File: config.mk
export PLATFORM = sky130hd
export DESIGN_NAME = window_feeder
export DESIGN_NICKNAME = d
export VERILOG_FILES = /design/src/rtl/npu_pkg.sv /design/src/rtl/feeder_shift_line.sv /design/src/rtl/window_feeder.sv
export SDC_FILE = /design/constraint.sdc
export NUM_CORES = 1
export LEC_CHECK = 0
export ABC_AREA = 1
export CORE_MARGIN = 2
export CORE_UTILIZATION = 57
export CTS_BUF_LIST = sky130_fd_sc_hd__clkbuf_8 sky130_fd_sc_hd__clkbuf_16
export DETAILED_ROUTE_END_ITERATION = 10
export PLACE_DENSITY_LB_ADDON = 0.15
export SLEW_MARGIN = 20
export SYNTH_ARGS = -nofsm -noshare
export SYNTH_HDL_FRONTEND = slang
export SYNTH_SLANG_ARGS = --single-unit
File: constraint.sdc
create_clock -name clk -period 9.9 [get_ports clk]
set_input_delay 1.98 -clock clk [delete_from_list [all_inputs] [get_ports clk]]
set_output_delay 1.98 -clock clk [all_outputs]
set_load 0.01 [all_outputs]
File: src/rtl/npu_pkg.sv
// rtl/npu_pkg.sv - shared widths and window feeder state encoding
package npu_pkg;
  localparam int DATA_W = 8;
  localparam int WIN_N  = 9;

  typedef enum logic [1:0] {
    IDLE  = 2'd0,
    RUN   = 2'd1,
    FLUSH = 2'd2
  } feeder_state_e;
endpackage

File: src/rtl/feeder_shift_line.sv
// rtl/feeder_shift_line.sv - serial-in parallel-out pixel shift window
module feeder_shift_line
  import npu_pkg::*;
#(
  parameter int DEPTH = 19
) (
  input  logic                           clk,
  input  logic                           reset,
  input  logic                           shift_en,
  input  logic [DATA_W-1:0]              din,
  output logic [DEPTH-1:0][DATA_W-1:0]   par_out
);
  // Entry 0 holds the most recently shifted pixel.
  logic [DEPTH-1:0][DATA_W-1:0] line_q, line_d;

  always_comb begin
    line_d = line_q;
    if (shift_en) begin
      line_d = {line_q[DEPTH-2:0], din};
    end
  end

  always_ff @(posedge clk or posedge reset) begin
    if (reset) begin
      line_q <= '0;
    end else begin
      line_q <= line_d;
    end
  end

  assign par_out = line_q;
endmodule

File: src/rtl/window_feeder.sv
// rtl/window_feeder.sv - raster pixel stream to zero-padded 3x3 window stream
module window_feeder
  import npu_pkg::*;
#(
  parameter int IMG_W = 8,
  parameter int IMG_H = 8
) (
  input  logic                      clk,
  input  logic                      reset,
  input  logic [DATA_W-1:0]         pix_in,
  input  logic                      pix_valid,
  output logic                      pix_ready,
  output logic [WIN_N*DATA_W-1:0]   win_out,
  output logic                      win_en,
  output logic                      frame_done
);
  localparam int DEPTH = 2*IMG_W + 3;
  localparam int NPIX  = IMG_W*IMG_H;
  localparam int CNT_W = $clog2(NPIX);
  localparam int ROW_W = $clog2(IMG_H);
  localparam int COL_W = $clog2(IMG_W);

  feeder_state_e                   state_q, state_d;
  logic [CNT_W-1:0]                in_cnt_q, in_cnt_d;
  logic [ROW_W-1:0]                row_q, row_d;
  logic [COL_W-1:0]                col_q, col_d;
  logic [WIN_N-1:0][DATA_W-1:0]    win_q, win_d;
  logic                            win_en_q, win_en_d;
  logic                            frame_done_q, frame_done_d;

  logic                            shift_en;
  logic [DATA_W-1:0]               shift_in;
  logic [DEPTH-1:0][DATA_W-1:0]    line;
  logic [DEPTH-1:0][DATA_W-1:0]    view;
  logic [WIN_N-1:0][DATA_W-1:0]    win_calc;
  logic [2:0]                      row_ok, col_ok;
  logic                            accept, emit, last_centre;
  logic                            unused_tail;

  feeder_shift_line #(.DEPTH(DEPTH)) u_line (
    .clk      (clk),
    .reset    (reset),
    .shift_en (shift_en),
    .din      (shift_in),
    .par_out  (line)
  );

  assign shift_in    = (state_q == FLUSH) ? '0 : pix_in;
  assign unused_tail = ^line[DEPTH-1];
  assign row_ok      = {row_q != ROW_W'(IMG_H-1), 1'b1, row_q != '0};
  assign col_ok      = {col_q != COL_W'(IMG_W-1), 1'b1, col_q != '0};
  assign last_centre = (row_q == ROW_W'(IMG_H-1)) && (col_q == COL_W'(IMG_W-1));

  // The incoming pixel is the window's bottom-right neighbour, so the window
  // is assembled from the shifter contents plus the value being shifted in.
  always_comb begin
    view[0] = shift_in;
    for (int i = 1; i < DEPTH; i++) begin
      view[i] = line[i-1];
    end
    win_calc = '0;
    for (int dr = -1; dr <= 1; dr++) begin
      for (int dc = -1; dc <= 1; dc++) begin
        if (row_ok[dr+1] && col_ok[dc+1]) begin
          win_calc[WIN_N-1-((dr+1)*3+(dc+1))] = view[IMG_W+1-dr*IMG_W-dc];
        end
      end
    end
  end

  always_comb begin
    state_d      = state_q;
    in_cnt_d     = in_cnt_q;
    row_d        = row_q;
    col_d        = col_q;
    win_d        = win_q;
    win_en_d     = 1'b0;
    frame_done_d = 1'b0;
    shift_en     = 1'b0;
    emit         = 1'b0;
    pix_ready    = (state_q != FLUSH);
    accept       = pix_valid && pix_ready;

    case (state_q)
      IDLE: begin
        if (accept) begin
          shift_en = 1'b1;
          in_cnt_d = CNT_W'(1);
          state_d  = RUN;
        end
      end
      RUN: begin
        if (accept) begin
          shift_en = 1'b1;
          emit     = (in_cnt_q >= CNT_W'(IMG_W+1));
          if (in_cnt_q == CNT_W'(NPIX-1)) begin
            in_cnt_d = '0;
            state_d  = FLUSH;
          end else begin
            in_cnt_d = in_cnt_q + CNT_W'(1);
          end
        end
      end
      FLUSH: begin
        shift_en = 1'b1;
        emit     = 1'b1;
        if (last_centre) begin
          frame_done_d = 1'b1;
          state_d      = IDLE;
        end
      end
      default: state_d = IDLE;
    endcase

    if (emit) begin
      win_en_d = 1'b1;
      win_d    = win_calc;
      if (col_q == COL_W'(IMG_W-1)) begin
        col_d = '0;
        row_d = (row_q == ROW_W'(IMG_H-1)) ? '0 : row_q + ROW_W'(1);
      end else begin
        col_d = col_q + COL_W'(1);
      end
    end
  end

  always_ff @(posedge clk or posedge reset) begin
    if (reset) begin
      state_q      <= IDLE;
      in_cnt_q     <= '0;
      row_q        <= '0;
      col_q        <= '0;
      win_q        <= '0;
      win_en_q     <= 1'b0;
      frame_done_q <= 1'b0;
    end else begin
      state_q      <= state_d;
      in_cnt_q     <= in_cnt_d;
      row_q        <= row_d;
      col_q        <= col_d;
      win_q        <= win_d;
      win_en_q     <= win_en_d;
      frame_done_q <= frame_done_d;
    end
  end

  assign win_out    = win_q;
  assign win_en     = win_en_q;
  assign frame_done = frame_done_q;
endmodule

==> results of run 1 <==
[area by class of cell]
type                    instances  area share
flip-flops and latches        232      0.5316
multi-input cells             607      0.2598
repair buffers                 90     0.08134
clock buffers                  27     0.05774
inverters                     104     0.03654
well taps                     216     0.02475
clock inverters                13    0.008248
[how the worst max path moves through the flow]
stage	from	to	slack, ns	depth (start not counted)
finish	pix_valid	u_line.par_out[118]$_DFFE_PP0P_	5.73	7
global route	pix_valid	u_line.par_out[118]$_DFFE_PP0P_	5.44	7
CTS	pix_valid	u_line.par_out[19]$_DFFE_PP0P_	5.74	7
detailed placement	pix_valid	u_line.par_out[85]$_DFFE_PP0P_	5.22	7
global placement	pix_valid	u_line.par_out[18]$_DFFE_PP0P_	5.28	7
floorplan	reset	col_q[0]$_DFFE_PP0P_	1.56	1
[cells in the final DEF (no fill, tap or decap)]
cell	instances
nand2_1	342
dfrtp_1	232
o21ai_0	139
inv_1	100
clkdlybuf4s50_1	85
o21ai_1	35
o21ai_2	35
nor2_1	23
clkbuf_16	23
ha_1	12
clkinv_2	9
nand3_1	5
buf_4	5
clkbuf_8	4
nand2_4	3
clkinv_1	3
nand4_1	3
a21oi_1	3
inv_2	2
nor3_1	2
xor2_1	2
or2_1	1
nand2_2	1
inv_8	1
a22oi_1	1
inv_6	1
bufinv_16	1
[flip-flops by register name (all words and copies together) (netlist names)]
register and cells:
u_line.par_out 144, win_out 72, in_cnt_q 6, col_q 3, row_q 3, state_q 2, frame_done 1, win_en 1
[power breakdown]
| part | internal, mW | switching [mW] |
|---|---|---|
| Sequential | 1.25 | 0.175 |
| Combinational | 0.339 | 0.569 |
| Clock | 0.479 | 0.349 |
| Total | 2.07 | 1.09 |
[logic make-up (layout without fill, tap and decap cells)]
group / count (synthesis) / after routing / synth area share
AO/OA/AOI/OAI: 213 / 213 / 0.1287
buffers and inverters: 154 / 234 / 0.07393
flip-flops: 232 / 232 / 0.6226
AND/OR/NAND/NOR: 380 / 380 / 0.1568
adder cells (fa/ha/maj): 12 / 12 / 0.01610
XOR/XNOR: 2 / 2 / 0.001879
[routing by layer]
metal	vias up	share of wire	GRT usage
li1	3242	-	-
met2	138	0.45	0.3232
met5	-	0	0
met4	0	0.016	0.05374
met3	22	0.045	0.03230
met1	3106	0.49	0.3187
[per-stage QoR]
| step | util | hold WS, ns | worst slack [ns] |
|---|---|---|---|
| after floorplan | - | 0.4422 | 1.559 |
| after global placement | 0.6399 | 0.4528 | 5.282 |
| after detailed placement | 0.6399 | 0.4510 | 5.221 |
| after CTS | 0.6851 | 0.4647 | 5.735 |
| after global routing | 0.6851 | 0.4953 | 5.444 |
| final | 0.6851 | 0.4622 | 5.728 |
[worst register-to-register path, delay by kind of cell (launching register included)]
family	cells	cell delay [ns]
AND/OR/NAND/NOR	3	0.89
AO/OA/AOI/OAI	1	0.10
adder cells (fa/ha/maj)	1	0.34
flip-flops	1	0.39
buffers and inverters	3	1.05
==> impl_metrics.yaml, run 1 <==
route:
  via_count: 6508
  viasPerCell: 5.049
  detail_route.iter0.violations: 502
  wirelength_mm: 17.97
  final_antenna_net_count: 0
  drc: 0
  first_pass_iters: 5
  wire_per_inst_um: 13.94
floorplan:
  die_x_um: 131.9
  fp.coreArea_um2: 15940
  rows: 46
  io_pins: 86
  initial_core_util: 0.5849
  die_y_um: 131.9
  dieArea_um2: 17400
sta:
  setup_viol: 0
  max_slew_margin: 0.3849
  max_freq_ghz: 0.2397
  period_share: 0.4214
  maxSlewViolCount: 0
  period_needed_ns: 4.172
  hold_viol: 0
  tns_ns: 0
  rsz0062_at_grt: "no"
  worst_slew_pin_slew_ns: 0.9226
  fin_skew_ns: 0.01474
worst_setup_path:
  crit_path_top_delay_cell: "buf_4"
  rr_startpoint: "state_q[0]$_DFFE_PP0P_"
  required_ns: 10.25
  cpPeakStageDelay_ns: 0.55
  cp.arrival_ns: 4.52
  reg2regPathDepth: 8
  crit_path_start_kind: "input pin"
  path_delay_family: "buffers and inverters"
  r2r_slack_ns: 7.07
  crit_fanout: 110
  reg2reg_to: "win_out[32]$_DFFE_PP0P_"
  crit_buf_inv: 3
  end_kind: "flip-flop"
  crit_chain: "clkdlybuf4s50_1, or2_1, nand2_4, clkinv_2, buf_4, nand2_1, o21ai_0"
  crit_type: "input pin to flip-flop"
global_route:
  grt_max_degree: 111
  grt_pass1_wl_mm: 30.41
  gr-usage-all-layers: 0.2106
  overflow: 0
  first_global_vias: 6236
  grt_antenna_before_repair: 0
yosys:
  syn_inst: 993
  netlist_area_um2: 9325
  yosysWarnings: 0
  syn-mean-instance-area_um2: 9.391
  synth_most_common_cell: "nand2_1"
  synthTopCellsByCount: "nand2_1, dfrtp_1, o21ai_0"
  synth_top_cells_by_area: "dfrtp_1, nand2_1, o21ai_0"
  async_flop_share: 1.000
  dominantRegCellSynth: "dfrtp_1"
  ys_types: 23
  syn-num-nets: 1016
  synth-edff-count: 0
  yosys_register_bits: 232
  yosysSeqAreaShare: 0.6226
  yosys.area.top_type: "dfrtp_1"
  synth_top_area_share: 0.6226
layout:
  area_growth_pct: 17.12
  fillers: 1251
  seq_area_um2: 5806
  stdcell_area_um2: 10920
  final_cells: 1289
  multi_input_comb_area_um2: 2838
  num_antenna_cells: 0
  drive_above_1_share: 0.07922
  finish.net_count: 1081
clock_tree:
  cts_sinks: 232
  clkSlewWorstSetupHoldPaths_ns: 0.06
  ctsHtreeMaxLevel: 1
  clk_latency_ns: 0.51
  cts_buffers: 23
  postCtsHoldBufs: 0
  clockRootBuffer: "clkbuf_16"
  cts_resized: 0
  post_cts_buffers: 0
  cts.path.max_buffers: 3
  cts_tree: "yes"
outcome:
  status: "finished clean"
power_and_ir_drop:
  power.density_nw_per_um2: 289.4
  power_mw: 3.160
  ir_drop_uv: 137.5
  leakagePower_nw: 5.179
min_path:
  min-delay-start: "u_line.par_out[34]$_DFFE_PP0P_"
  whs_endpoint: "u_line.par_out[42]$_DFFE_PP0P_"
  min_path_type: "flip-flop to flip-flop"
  hold_path_depth: 2
place:
  dp_cells: 1249
  post_dp_cell_area_um2: 10200
  io_buffers: 85
  gp_congestion: 0.7689
  dp_hpwl_mm: 11.44
run:
  maxCapViolCount: 0
Note: power is estimated with default switching activity, not from simulation.
==> run 2, diff against run 1 <==
--- a/config.mk
+++ b/config.mk
@@ -7,7 +7,7 @@
 export LEC_CHECK = 0
 export ABC_AREA = 1
 export CORE_MARGIN = 2
-export CORE_UTILIZATION = 57
+export CORE_UTILIZATION = 52
 export CTS_BUF_LIST = sky130_fd_sc_hd__clkbuf_8 sky130_fd_sc_hd__clkbuf_16
 export DETAILED_ROUTE_END_ITERATION = 10
 export PLACE_DENSITY_LB_ADDON = 0.15
==> constraint.sdc (replaced) <==
create_clock -name clk -period 3.5 [get_ports clk]
set_input_delay 0.7 -clock clk [delete_from_list [all_inputs] [get_ports clk]]
set_output_delay 0.7 -clock clk [all_outputs]
set_load 0.01 [all_outputs]
==> run 2 against run 1 <==
  * Clock power grew to 3.1 times the previous value
  * Via count is 1.0% lower
  * Worst hold slack worse by 0.015 ns
  * Utilization is 4.8 points lower
  * Critical path depth is 3 lower
  * Power grew to 2.9 times the previous value
  * Clock-buffer cell count is 1 higher
  * Die area is 9.3% higher
  * Combinational power grew to 2.9 times the previous value
  * Cell area is 1.6% higher
  * Largest cell class unchanged
  * Highest routed layer unchanged
==> impl_metrics.yaml, run 2 (synthesized netlist as in run 1, its figures left out) <==
global_route:
  grt_antenna_before_repair: 0
  grt_max_degree: 147
  grt_pass1_wl_mm: 30.36
  gr-usage-all-layers: 0.1996
  first_global_vias: 6095
  overflow: 0
clock_tree:
  cts_tree: "yes"
  clockRootBuffer: "clkbuf_16"
  post_cts_buffers: 0
  postCtsHoldBufs: 0
  cts.path.max_buffers: 3
  cts_resized: 0
  ctsHtreeMaxLevel: 1
  cts_buffers: 24
  clkSlewWorstSetupHoldPaths_ns: 0.06
  clk_latency_ns: 0.52
  cts_sinks: 232
worst_setup_path:
  end_kind: "output pin"
  cp.arrival_ns: 2.04
  crit_type: "flip-flop to output pin"
  crit_path_start_kind: "flip-flop"
  required_ns: 2.80
  crit_fanout: 10
min_path:
  min_path_type: "input pin to async pin"
layout:
  final_common_cell: "nand2_1"
  area_growth_pct: 19.05
  layout_common_cells: "nand2_1, dfrtp_1, o21ai_0"
  final_cells: 1304
  num_antenna_cells: 0
  drive_above_1_share: 0.07878
  finish.net_count: 1086
  stdcell_area_um2: 11100
  largest_reg_flops: 144
power_and_ir_drop:
  power_mw: 9.178
  leakagePower_nw: 5.265
  power.density_nw_per_um2: 826.7
  ir_drop_uv: 413.3
sta:
  setup_viol: 0
  maxSlewViolCount: 0
  fin_skew_ns: 0.01663
  max_slew_margin: 0.5112
  holdWs_ns: 0.4471
  period_share: 0.7836
  max_freq_ghz: 0.3646
  rsz0062_at_grt: "no"
  setup_ws_ns: 0.7574
  worst_slew_pin_slew_ns: 0.7306
  period_needed_ns: 2.743
  hold_viol: 0
route:
  wirelength_mm: 17.83
  drc: 0
  detail_route.iter0.violations: 408
  viasPerCell: 4.940
  first_pass_iters: 5
  wire_per_inst_um: 13.67
  final_antenna_net_count: 0
  via_count: 6442
place:
  post_dp_cell_area_um2: 10300
  dp_cells: 1262
  dp_hpwl_mm: 11.54
  pre_cts_ws_ns: 0.8808
  gp_congestion: 0.7698
  io_buffers: 85
floorplan:
  die_x_um: 137.9
  rows: 48
  dieArea_um2: 19020
  initial_core_util: 0.5354
  io_pins: 86
  fp.coreArea_um2: 17420
  die_y_um: 137.9
outcome:
  status: "finished clean"
run:
  maxCapViolCount: 0
run 2: changes by cell type in the layout (fill, tap and decap cells not counted):
cell	previous run	this run
inv_8	1	0
bufinv_16	1	3
buf_4	5	4
clkinv_8	0	1
clkbuf_16	23	24
clkinvlp_4	0	1
inv_1	100	106
inv_6	1	0
clkinv_2	9	2
buf_12	0	5
run 2: cell type report:
| type | count | area (µm²) |
|---|---|---|
| clock buffers | 28 | 655.6 |
| clock inverters | 14 | 145.1 |
| fillers | 1487 | 6315 |
| inverters | 104 | 395.4 |
| multi-input cells | 607 | 2838 |
| flip-flops and latches | 232 | 5806 |
| well taps | 225 | 281.5 |
| repair buffers | 94 | 980.9 |
run 2: worst paths after layout:
kind / startpoint / end / slack, ns / depth (start not counted)
worst min-delay path: reset / win_out[60]$_DFFE_PP0P_ / 0.45 / 2
max in group asynchronous: reset / win_out[39]$_DFFE_PP0P_ / 2.22 / 3
min in group clk: u_line.par_out[39]$_DFFE_PP0P_ / u_line.par_out[47]$_DFFE_PP0P_ / 0.46 / 2
worst max-delay path: state_q[0]$_DFFE_PP0P_ / pix_ready / 0.76 / 4
worst min register to register: u_line.par_out[39]$_DFFE_PP0P_ / u_line.par_out[47]$_DFFE_PP0P_ / 0.46 / 2
worst max register to register: row_q[0]$_DFFE_PP0P_ / win_out[21]$_DFFE_PP0P_ / 1.57 / 5
run 2: worst max-delay path, stage by stage, from the launching register on:
cell and delay [ns]:
dfrtp_1 0.40, inv_1 0.09, ha_1 0.39, inv_2 0.15, clkdlybuf4s50_1 0.51
run 2: through the flow:
step	util	TNS [ns]
global placement	0.5915	0
finish	0.6374	0
floorplan	-	-54.74
global route	0.6374	0
detailed placement	0.5915	0
CTS	0.6374	0
run 2: metal layers:
layer  wire (µm)  global-route usage
met2        8048              0.2981
met5           0                   0
met4         344             0.05952
met3         671             0.02705
met1        8765              0.3069
run 2: power breakdown:
group	switching [mW]	leakage (nW)	total, mW	internal, mW
logic	1.62	1.76	2.63	1.01
registers	0.475	3.08	4.01	3.54
clock network	0.987	0.426	2.53	1.55
total	3.08	5.27	9.18	6.10
